<file path="config.mk">
export PLATFORM = sky130hd
export DESIGN_NAME = dual_fifo_wr_arb_flat
export DESIGN_NICKNAME = d
export VERILOG_FILES = /design/src/rtl/dual_fifo_wr_arb_if.sv /design/src/rtl/dual_fifo_wr_arb.sv /design/src/flat_wrapper.sv
export SDC_FILE = /design/constraint.sdc
export NUM_CORES = 1
export LEC_CHECK = 0
export CAP_MARGIN = 10
export CORE_AREA = 5 5 95 97
export CTS_CLUSTER_SIZE = 24
export DETAILED_ROUTE_END_ITERATION = 7
export DIE_AREA = 0 0 100 102
export GPL_TIMING_DRIVEN = 0
export HOLD_SLACK_MARGIN = 0.05
export PLACE_DENSITY = 0.77
export SLEW_MARGIN = 20
export SYNTH_ARGS = -nofsm -noshare
export SYNTH_HDL_FRONTEND = slang
export SYNTH_SLANG_ARGS = --single-unit
export TNS_END_PERCENT = 30
</file>
<file path="constraint.sdc">
create_clock -name clk_i -period 2.6 [get_ports clk_i]
set_clock_uncertainty 0.15 [all_clocks]
set_input_delay 0.39 -clock clk_i [delete_from_list [all_inputs] [get_ports clk_i]]
set_output_delay 0.39 -clock clk_i [all_outputs]
set_load 0.1 [all_outputs]
</file>
<file path="src/rtl/dual_fifo_wr_arb_if.sv">
// Dual-issue write port bundle: up to two sequential entries per cycle.
// valid/rdy use only the 11, 01 and 00 encodings.
interface dual_fifo_wr_arb_if #(
   parameter int Width = 32
);
   logic [1:0]       valid;
   logic [Width-1:0] data0;
   logic [Width-1:0] data1;
   logic [1:0]       rdy;

   modport master (
      output valid,
      output data0,
      output data1,
      input  rdy
   );

   modport slave (
      input  valid,
      input  data0,
      input  data1,
      output rdy
   );
endinterface

</file>
<file path="src/rtl/dual_fifo_wr_arb.sv">
// Round-robin sharing of one dual_fifo write port between two requesters.
// Define DUAL_FIFO_ARB_STATS_EN for saturating per-requester entry counters.
module dual_fifo_wr_arb #(
   parameter int Width    = 32,
   parameter int MaxBurst = 4
) (
   input  logic               clk_i,
   input  logic               rst_i,
   input  logic               flush_i,
   dual_fifo_wr_arb_if.slave  req0_if,
   dual_fifo_wr_arb_if.slave  req1_if,
   dual_fifo_wr_arb_if.master fifo_if,
   output logic [15:0]        stat_cnt0_o,
   output logic [15:0]        stat_cnt1_o
);
   localparam int CntW = $clog2(MaxBurst + 1);
   localparam logic [CntW-1:0] BurstMax = CntW'(MaxBurst);
   localparam logic [CntW-1:0] LastSlot = CntW'(MaxBurst - 1);

   typedef enum logic [1:0] {
      IDLE,
      OWN0,
      OWN1
   } owner_e;

   owner_e          owner_q, owner_d;
   logic            prio_q, prio_d;
   logic [CntW-1:0] cnt_q, cnt_d;
   logic [CntW-1:0] base, sum;
   logic            have, own, fresh, clamp;
   logic [1:0]      own_valid, fv, own_rdy, n;

   always_ff @(posedge clk_i or posedge rst_i) begin
      if (rst_i) begin
         owner_q <= IDLE;
         prio_q  <= 1'b0;
         cnt_q   <= '0;
      end else begin
         owner_q <= owner_d;
         prio_q  <= prio_d;
         cnt_q   <= cnt_d;
      end
   end

   always_comb begin
      have  = 1'b1;
      own   = 1'b0;
      fresh = 1'b1;
      // A continuing owner keeps the port; otherwise arbitrate with no bubble.
      if (owner_q == OWN0 && req0_if.valid[0]) begin
         fresh = 1'b0;
      end else if (owner_q == OWN1 && req1_if.valid[0]) begin
         own   = 1'b1;
         fresh = 1'b0;
      end else if (req0_if.valid[0] && req1_if.valid[0]) begin
         own = prio_q;
      end else if (req1_if.valid[0]) begin
         own = 1'b1;
      end else if (!req0_if.valid[0]) begin
         have = 1'b0;
      end

      base      = fresh ? '0 : cnt_q;
      clamp     = have && (base == LastSlot);
      own_valid = own ? req1_if.valid : req0_if.valid;

      fv      = 2'b00;
      own_rdy = 2'b00;
      if (have && !flush_i) begin
         fv      = clamp ? (own_valid & 2'b01) : own_valid;
         own_rdy = clamp ? (fifo_if.rdy & 2'b01) : fifo_if.rdy;
      end

      fifo_if.valid = fv;
      fifo_if.data0 = own ? req1_if.data0 : req0_if.data0;
      fifo_if.data1 = own ? req1_if.data1 : req0_if.data1;
      req0_if.rdy   = own ? 2'b00 : own_rdy;
      req1_if.rdy   = own ? own_rdy : 2'b00;

      if (fv == 2'b11 && fifo_if.rdy == 2'b11) begin
         n = 2'd2;
      end else if (fv[0] && fifo_if.rdy[0]) begin
         n = 2'd1;
      end else begin
         n = 2'd0;
      end
      sum = base + CntW'(n);

      owner_d = IDLE;
      cnt_d   = '0;
      prio_d  = prio_q;
      if (flush_i) begin
         prio_d = 1'b0;
      end else if (have) begin
         if (sum >= BurstMax) begin
            prio_d = ~own;
         end else begin
            owner_d = own ? OWN1 : OWN0;
            cnt_d   = sum;
            if (fresh && (own != prio_q)) begin
               prio_d = ~prio_q;
            end
         end
      end
   end

`ifdef DUAL_FIFO_ARB_STATS_EN
   logic [16:0] add0, add1;

   always_comb begin
      add0 = {1'b0, stat_cnt0_o} + (own ? 17'd0 : 17'(n));
      add1 = {1'b0, stat_cnt1_o} + (own ? 17'(n) : 17'd0);
   end

   always_ff @(posedge clk_i or posedge rst_i) begin
      if (rst_i) begin
         stat_cnt0_o <= '0;
         stat_cnt1_o <= '0;
      end else begin
         stat_cnt0_o <= add0[16] ? 16'hFFFF : add0[15:0];
         stat_cnt1_o <= add1[16] ? 16'hFFFF : add1[15:0];
      end
   end
`else
   assign stat_cnt0_o = 16'h0;
   assign stat_cnt1_o = 16'h0;
`endif

`ifdef FORMAL
   always_comb begin
      assert (fifo_if.valid != 2'b10);
      assert (req0_if.rdy != 2'b10);
      assert (req1_if.rdy != 2'b10);
      assert (!((|req0_if.rdy) && (|req1_if.rdy)));
      assert (cnt_q < BurstMax);
   end
`endif
endmodule

</file>
<file path="src/flat_wrapper.sv">
// flat-port wrapper written by rule: the top's interface ports become plain ports
module dual_fifo_wr_arb_flat 
#(
   parameter int Width    = 32,
   parameter int MaxBurst = 4
)
  (clk_i, rst_i, flush_i, stat_cnt0_o, stat_cnt1_o, req0_if_valid, req0_if_data0, req0_if_data1, req0_if_rdy, req1_if_valid, req1_if_data0, req1_if_data1, req1_if_rdy, fifo_if_valid, fifo_if_data0, fifo_if_data1, fifo_if_rdy);
  dual_fifo_wr_arb_if #(.Width(Width)) req0_if_i ();
  dual_fifo_wr_arb_if #(.Width(Width)) req1_if_i ();
  dual_fifo_wr_arb_if #(.Width(Width)) fifo_if_i ();
  input  logic clk_i;
  input  logic rst_i;
  input  logic flush_i;
  output logic [15:0] stat_cnt0_o;
  output logic [15:0] stat_cnt1_o;
  input wire logic [$bits(req0_if_i.valid)-1:0] req0_if_valid;
  input wire logic [$bits(req0_if_i.data0)-1:0] req0_if_data0;
  input wire logic [$bits(req0_if_i.data1)-1:0] req0_if_data1;
  output wire logic [$bits(req0_if_i.rdy)-1:0] req0_if_rdy;
  input wire logic [$bits(req1_if_i.valid)-1:0] req1_if_valid;
  input wire logic [$bits(req1_if_i.data0)-1:0] req1_if_data0;
  input wire logic [$bits(req1_if_i.data1)-1:0] req1_if_data1;
  output wire logic [$bits(req1_if_i.rdy)-1:0] req1_if_rdy;
  output wire logic [$bits(fifo_if_i.valid)-1:0] fifo_if_valid;
  output wire logic [$bits(fifo_if_i.data0)-1:0] fifo_if_data0;
  output wire logic [$bits(fifo_if_i.data1)-1:0] fifo_if_data1;
  input wire logic [$bits(fifo_if_i.rdy)-1:0] fifo_if_rdy;
  assign req0_if_i.valid = req0_if_valid;
  assign req0_if_i.data0 = req0_if_data0;
  assign req0_if_i.data1 = req0_if_data1;
  assign req0_if_rdy = req0_if_i.rdy;
  assign req1_if_i.valid = req1_if_valid;
  assign req1_if_i.data0 = req1_if_data0;
  assign req1_if_i.data1 = req1_if_data1;
  assign req1_if_rdy = req1_if_i.rdy;
  assign fifo_if_valid = fifo_if_i.valid;
  assign fifo_if_data0 = fifo_if_i.data0;
  assign fifo_if_data1 = fifo_if_i.data1;
  assign fifo_if_i.rdy = fifo_if_rdy;
  dual_fifo_wr_arb #(.Width(Width), .MaxBurst(MaxBurst)) u_core (.clk_i(clk_i), .rst_i(rst_i), .flush_i(flush_i), .req0_if(req0_if_i), .req1_if(req1_if_i), .fifo_if(fifo_if_i), .stat_cnt0_o(stat_cnt0_o), .stat_cnt1_o(stat_cnt1_o));
endmodule
</file>
Word level (Yosys, flattened, before mapping)
Index checks and enable logic that the tools add are counted.

word-level totals
  bits of input ports = 137
  logic and storage cells = 59
  register bits = 6

cells by class
  add/subtract/negate cells = 1
  order comparisons = 1
  bitwise operators = 2
  equal/unequal tests = 6
  reductions and logical operators = 12
  multiplexer cells = 34

operators by type and width
  cell                                                                   number
  32-bit 2-to-1 mux                                                      2
  2-bit 2-to-1 mux                                                       12
  1-bit 2-to-1 mux                                                       16
  3-bit 2-to-1 mux                                                       4
  1-bit logical AND                                                      8
  2-bit equality test, second input constant                             3
  3-bit by 2-bit adder with 3-bit output                                 1
  3-bit by 2-bit equality test with 1-bit output, second input constant  1
  3-bit greater-or-equal comparator, second input constant               1
  3-bit nonzero test                                                     1
  2-bit by 1-bit equality test with 1-bit output, second input constant  1
  1-bit inverter                                                         2
  2-bit AND reduction                                                    1
  2-bit nonzero test                                                     1
  1-bit logical NOT                                                      1
  1-bit != test                                                          1

Logic depth before layout (Yosys ltp)
  depth after elaboration = 17
  depth in mapped cells = 9
  depth with buffers taken out = 9

Worst setup path before layout
OpenSTA, ideal clock, no wires.

  path type = input-to-output
  start = in req0_if_valid[0]
  end = out req0_if_rdy[1]
  path buffers = 0
  cell stages on the path = 4
  path slack = -1.440 ns
  arrival time = 3.500 ns
  cell sequence = nor2_1 -> nor2_1 -> nand3_1 -> nor2b_1

on the way
  longest elaborated chain between the ends = 9
  elaborated cells on any way between the ends = 18
  those cells by class = eq/ne: 1; mux: 13; reduce/logical: 4

ends and longest elaborated chain
  element               line                    text
  from (decl)           flat_wrapper.sv:16      input wire logic [$bits(req0_if_i.valid)-1:0] req0_if_valid;
  1-bit 2-to-1 mux      dual_fifo_wr_arb.sv:59  end else if (!req0_if.valid[0]) begin
  1-bit 2-to-1 mux      dual_fifo_wr_arb.sv:57  end else if (req1_if.valid[0]) begin
  1-bit 2-to-1 mux      dual_fifo_wr_arb.sv:55  end else if (req0_if.valid[0] && req1_if.valid[0]) begin
  1-bit 2-to-1 mux      dual_fifo_wr_arb.sv:52  end else if (owner_q == OWN1 && req1_if.valid[0]) begin
  1-bit 2-to-1 mux      dual_fifo_wr_arb.sv:50  if (owner_q == OWN0 && req0_if.valid[0]) begin
  1-bit logical AND     dual_fifo_wr_arb.sv:64  clamp = have && (base == LastSlot);
  2-bit 2-to-1 mux      dual_fifo_wr_arb.sv:71  own_rdy = clamp ? (fifo_if.rdy & 2'b01) : fifo_if.rdy;
  2-bit 2-to-1 mux      dual_fifo_wr_arb.sv:69  if (have && !flush_i) begin
  2-bit 2-to-1 mux (*)  dual_fifo_wr_arb.sv:77  req0_if.rdy = own ? 2'b00 : own_rdy;
  to (decl)             flat_wrapper.sv:19      output wire logic [$bits(req0_if_i.rdy)-1:0] req0_if_rdy;

Every way passes the cells marked *; elsewhere a longest branch is shown, timed or not.

Final worst setup path
  start = reg u_core.prio_q
  end = reg u_core.prio_q

on the way
  longest elaborated chain between the ends = 14
  elaborated cells on any way between the ends = 23
  those cells by class = add/sub: 1; order compare: 1; eq/ne: 2; mux: 12; bitwise: 2; reduce/logical: 5

ends and longest elaborated chain
  element                                                          line                                            text
  from (decl)                                                      dual_fifo_wr_arb.sv:27                          logic prio_q, prio_d;
  from (signal assigned)                                           dual_fifo_wr_arb.sv:40                          prio_q <= prio_d;
  1-bit 2-to-1 mux                                                 dual_fifo_wr_arb.sv:55
  1-bit 2-to-1 mux                                                 dual_fifo_wr_arb.sv:52
  1-bit 2-to-1 mux                                                 dual_fifo_wr_arb.sv:50
  2-bit 2-to-1 mux                                                 dual_fifo_wr_arb.sv:65                          own_valid = own ? req1_if.valid : req0_if.valid;
  2-bit 2-to-1 mux                                                 dual_fifo_wr_arb.sv:70                          fv = clamp ? (own_valid & 2'b01) : own_valid;
  2-bit 2-to-1 mux                                                 dual_fifo_wr_arb.sv:69
  2-bit equality test / 1-bit logical AND (equally long branches)  dual_fifo_wr_arb.sv:80, dual_fifo_wr_arb.sv:82
  1-bit logical AND / 1-bit 2-to-1 mux (equally long branches)     dual_fifo_wr_arb.sv:80, dual_fifo_wr_arb.sv:82
  2-bit 2-to-1 mux                                                 dual_fifo_wr_arb.sv:80                          if (fv == 2'b11 && fifo_if.rdy == 2'b11) begin
  3-bit by 2-bit adder with 3-bit output                           dual_fifo_wr_arb.sv:87                          sum = base + CntW'(n);
  3-bit greater-or-equal comparator                                dual_fifo_wr_arb.sv:95                          if (sum >= BurstMax) begin
  1-bit 2-to-1 mux                                                 dual_fifo_wr_arb.sv:95
  1-bit 2-to-1 mux                                                 dual_fifo_wr_arb.sv:94                          end else if (have) begin
  1-bit 2-to-1 mux                                                 dual_fifo_wr_arb.sv:92                          if (flush_i) begin

Parallel ways exist; a longest one is shown, timed or not. The select of a mux whose other input is x is not followed.
A chain may end at the register's enable or synchronous reset.

==> metrics.md <==
| Metric | Value |
|---|---|
| Worst EP arrival | 2.49 ns |
| Synth area leader | mux2_4 |
| Synth top area cells | mux2_4, buf_4, dfrtp_1 |
| EDFF count, synth | 0 |
| Routed vias | 2014 |
| Clock slew at reported path FFs | 0.04 ns |
| Syn Area/Cell | 11.0 µm² |
| Port-buffer cells | 206 |
| # clock sinks | 6 |
| Flops & latches, synth | 6 |
| Maximum vdd drop | 0.238 mV |
| Remaining antenna violation count | 0 |
| Layout Area Growth over Synthesis | 124% |
| Starting density of the core | 22.2% |
| Final Cell Area | 4010 µm² |
| Critical path's slowest cell | fa_2 |
| Main synth FF type | dfrtp_1 |
| Wire per inst | 17.3 µm |
| Tcrit/Tclk final | 97.6% |
| Status | finished clean |
| Cell Rows | 33 |
| Register area share after synthesis | 8.41% |
| Die Span Y | 102 µm |
| First-pass GRT wire length | 11900 µm |
| Pin count of the biggest net entering global routing | 11 |
| Actual slew at the worst max-slew pin | 0.960 ns |
| Post-Syn Area | 1790 µm² |
| Die W | 100 µm |
| RSZ-0062 raised after global routing | true |
| Comb power frac | 87.2% |
| CTS tree | built |
| Slew Viols, Final | 0 |
| Most frequent cells after synthesis | mux2_4, buf_4, buf_6 |
| Share of layout cells above drive strength 1 | 46.7% |
| Maximum fanout along the worst path | 4 |
| Clk buf depth | 2 |
| CP cell instances | nor2b_4, or3_1, nand3_2, a31oi_1, ha_2, fa_2, a21o_1, and2_1, o221a_1 |
| Hold WS | 0.241 ns |
| Drt drc | 0 |
| DRT iter0 DRCs | 24 |
| Pre-antenna DRT Iters | 4 |
| PwrDens | 484 nW/µm² |
| Switching Share | 62.2% |
| Vias in the first global route | 2062 |
| P_sw | 1.21 mW |
| Final GP Congestion | 0.796 |
| Yosys Warn Count | 0 |
| Slew margin rel. | 36.2% |
| Mapped Cells | 162 |
| CTS Hold Buffers Added | 0 |
| Ports | 239 |
| Post-route minimum period | 2.54 ns |
| Diode count | 0 |
| Cts bufs inserted | 3 |
| Final nets | 544 |
| Sequential power share | 5.6% |
| Die area | 10200 µm² |
| Async S/R FF share, synth | 100% |
| Hold Fails Final Rpt | 0 |
| Total global-route track usage | 15.3% |
| Overflow after GRT | 0 |
| Post-synth top area share | 53.0% |
| Placed inst area | 4130 µm² |
| HPWL after DPL | 7940 µm |
| Req. time, crit path | 2.56 ns |
| Initial antenna violation count | 0 |
| Area occupied by multi-input gates | 1460 µm² |
| Worst-Skew Late Latency | 0.22 ns |
| Root Buffer | clkbuf_8 |
| Clk network pwr share | 7.2% |
| Library cells used by synthesis | 32 |
| Maxcap violations | 0 |
| Crit Path Class | register to register |
| Leakage | 2.01 nW |
| Core box area | 8050 µm² |
| Max incr delay on CP | 0.43 ns |
| H-tree depth | 1 |
| Routed wire length | 8810 µm |
| # setup viols final | 0 |
| Internal Pwr Total | 732 µW |
| Startpoint types | register |
| Sequential Area | 151 µm² |
| Worst setup EP type | register |
| Fmax achieved | 0.394 GHz |
| Via-to-Cell Ratio | 3.96 |
| Most frequent cell after synthesis | mux2_4 |
| Hold crit path type | input port to async pin |
| FILL cells | 797 |
cell type report:
| class | instances | area share [%] |
|---|---|---|
| Buffer | 40 | 8.24 |
| Multi-Input combinational cell | 145 | 36.5 |
| Inverter | 3 | 0.281 |
| Clock buffer | 3 | 1.03 |
| Timing Repair Buffer | 206 | 46.9 |
| Sequential cell | 6 | 3.78 |
| Tap cell | 105 | 3.28 |
layer usage:
metal / wire length [µm] / GRT usage (%) / part of all wire (%) / vias up
met2: 4670 / 29.2 / 53 / 107
met5: 0 / 0 / 0 / -
met3: 947 / 5.19 / 11 / 10
met1: 3090 / 16.4 / 35 / 904
li1: - / - / - / 993
met4: 105 / 2.69 / 1.2 / 0
cells in the final DEF (no fill, tap or decap), types with 4 or more instances in the layout:
cell             netlist  layout
and2_1                 6       6
clkdlybuf4s50_1        0     133
mux2_4                63      63
dfrtp_1                6       5
conb_1                 1      33
nand2_1                4       4
buf_6                  8       8
buf_4                 32      95
timing repair:
action | in CTS | in global routing
resized for setup | 410 | 12
pin swaps | 0 | 7
setup endpoints to repair | 75 | 74
setup buffers | 0 | 0
cloned | 0 | 0
registers in the layout, indices dropped and copies added (netlist names):
register,flops
u_core.cnt_q,3
u_core.owner_q,2
u_core.prio_q,1
through the flow:
step / TNS, ns / utilization (%) / std cells / setup slack (ns) / total power [mW]
after floorplan: 0 / - / 194 / 0.00236 / 1.41
after global placement: -59.47 / 51.3 / 505 / -0.875 / 1.82
after detailed placement: -61.69 / 51.3 / 505 / -0.904 / 1.83
after CTS: -0.0768 / 49.7 / 508 / -0.0385 / 1.94
after global routing: -0.727 / 49.8 / 508 / -0.0252 / 2.00
final: 0 / 49.8 / 508 / 0.0626 / 1.94
worst max-delay path, delay by kind of cell, from the launching register on:
family | cells | cell delay [ns]
AND/OR/NAND/NOR | 4 | 0.71
adder cells (fa/ha/maj) | 2 | 0.63
AO/OA/AOI/OAI | 3 | 0.51
flip-flops | 1 | 0.41
cells by family after synthesis:
group,after synthesis,synth area share (%)
muxes,64,53.6
buffers and inverters,43,19.1
and+or+nand+nor,35,11.8
AOI/OAI and AO/OA,10,4.56
DFF,6,8.41
adders and majority gates,2,1.82
other,1,0.210
xor gates and xnor gates,1,0.491
worst paths after layout:
check | cells after the start | start | end | slack (ns)
min in group clk_i | 3 | req0_if_valid[0] | u_core.prio_q | 0.47
max in group asynchronous | 2 | rst_i | u_core.owner_q[0] | 1.84
min | 2 | rst_i | u_core.cnt_q[2] | 0.24
max | 9 | u_core.prio_q | u_core.prio_q | 0.06
min reg2reg | 3 | u_core.cnt_q[0] | u_core.cnt_q[0] | 0.59
max reg2reg | 9 | u_core.prio_q | u_core.prio_q | 0.06
power by group through the flow:
stage          Clock [mW]  Combinational [mW]  Sequential, mW
2_1_floorplan           0                1.30           0.106
3_3_place_gp            0                1.71           0.108
3_5_place_dp            0                1.72           0.109
4_1_cts             0.143                1.69           0.108
5_1_grt             0.148                1.74           0.111
6_report            0.139                1.69           0.109
No activity file was read; power rests on OpenSTA's default activity.
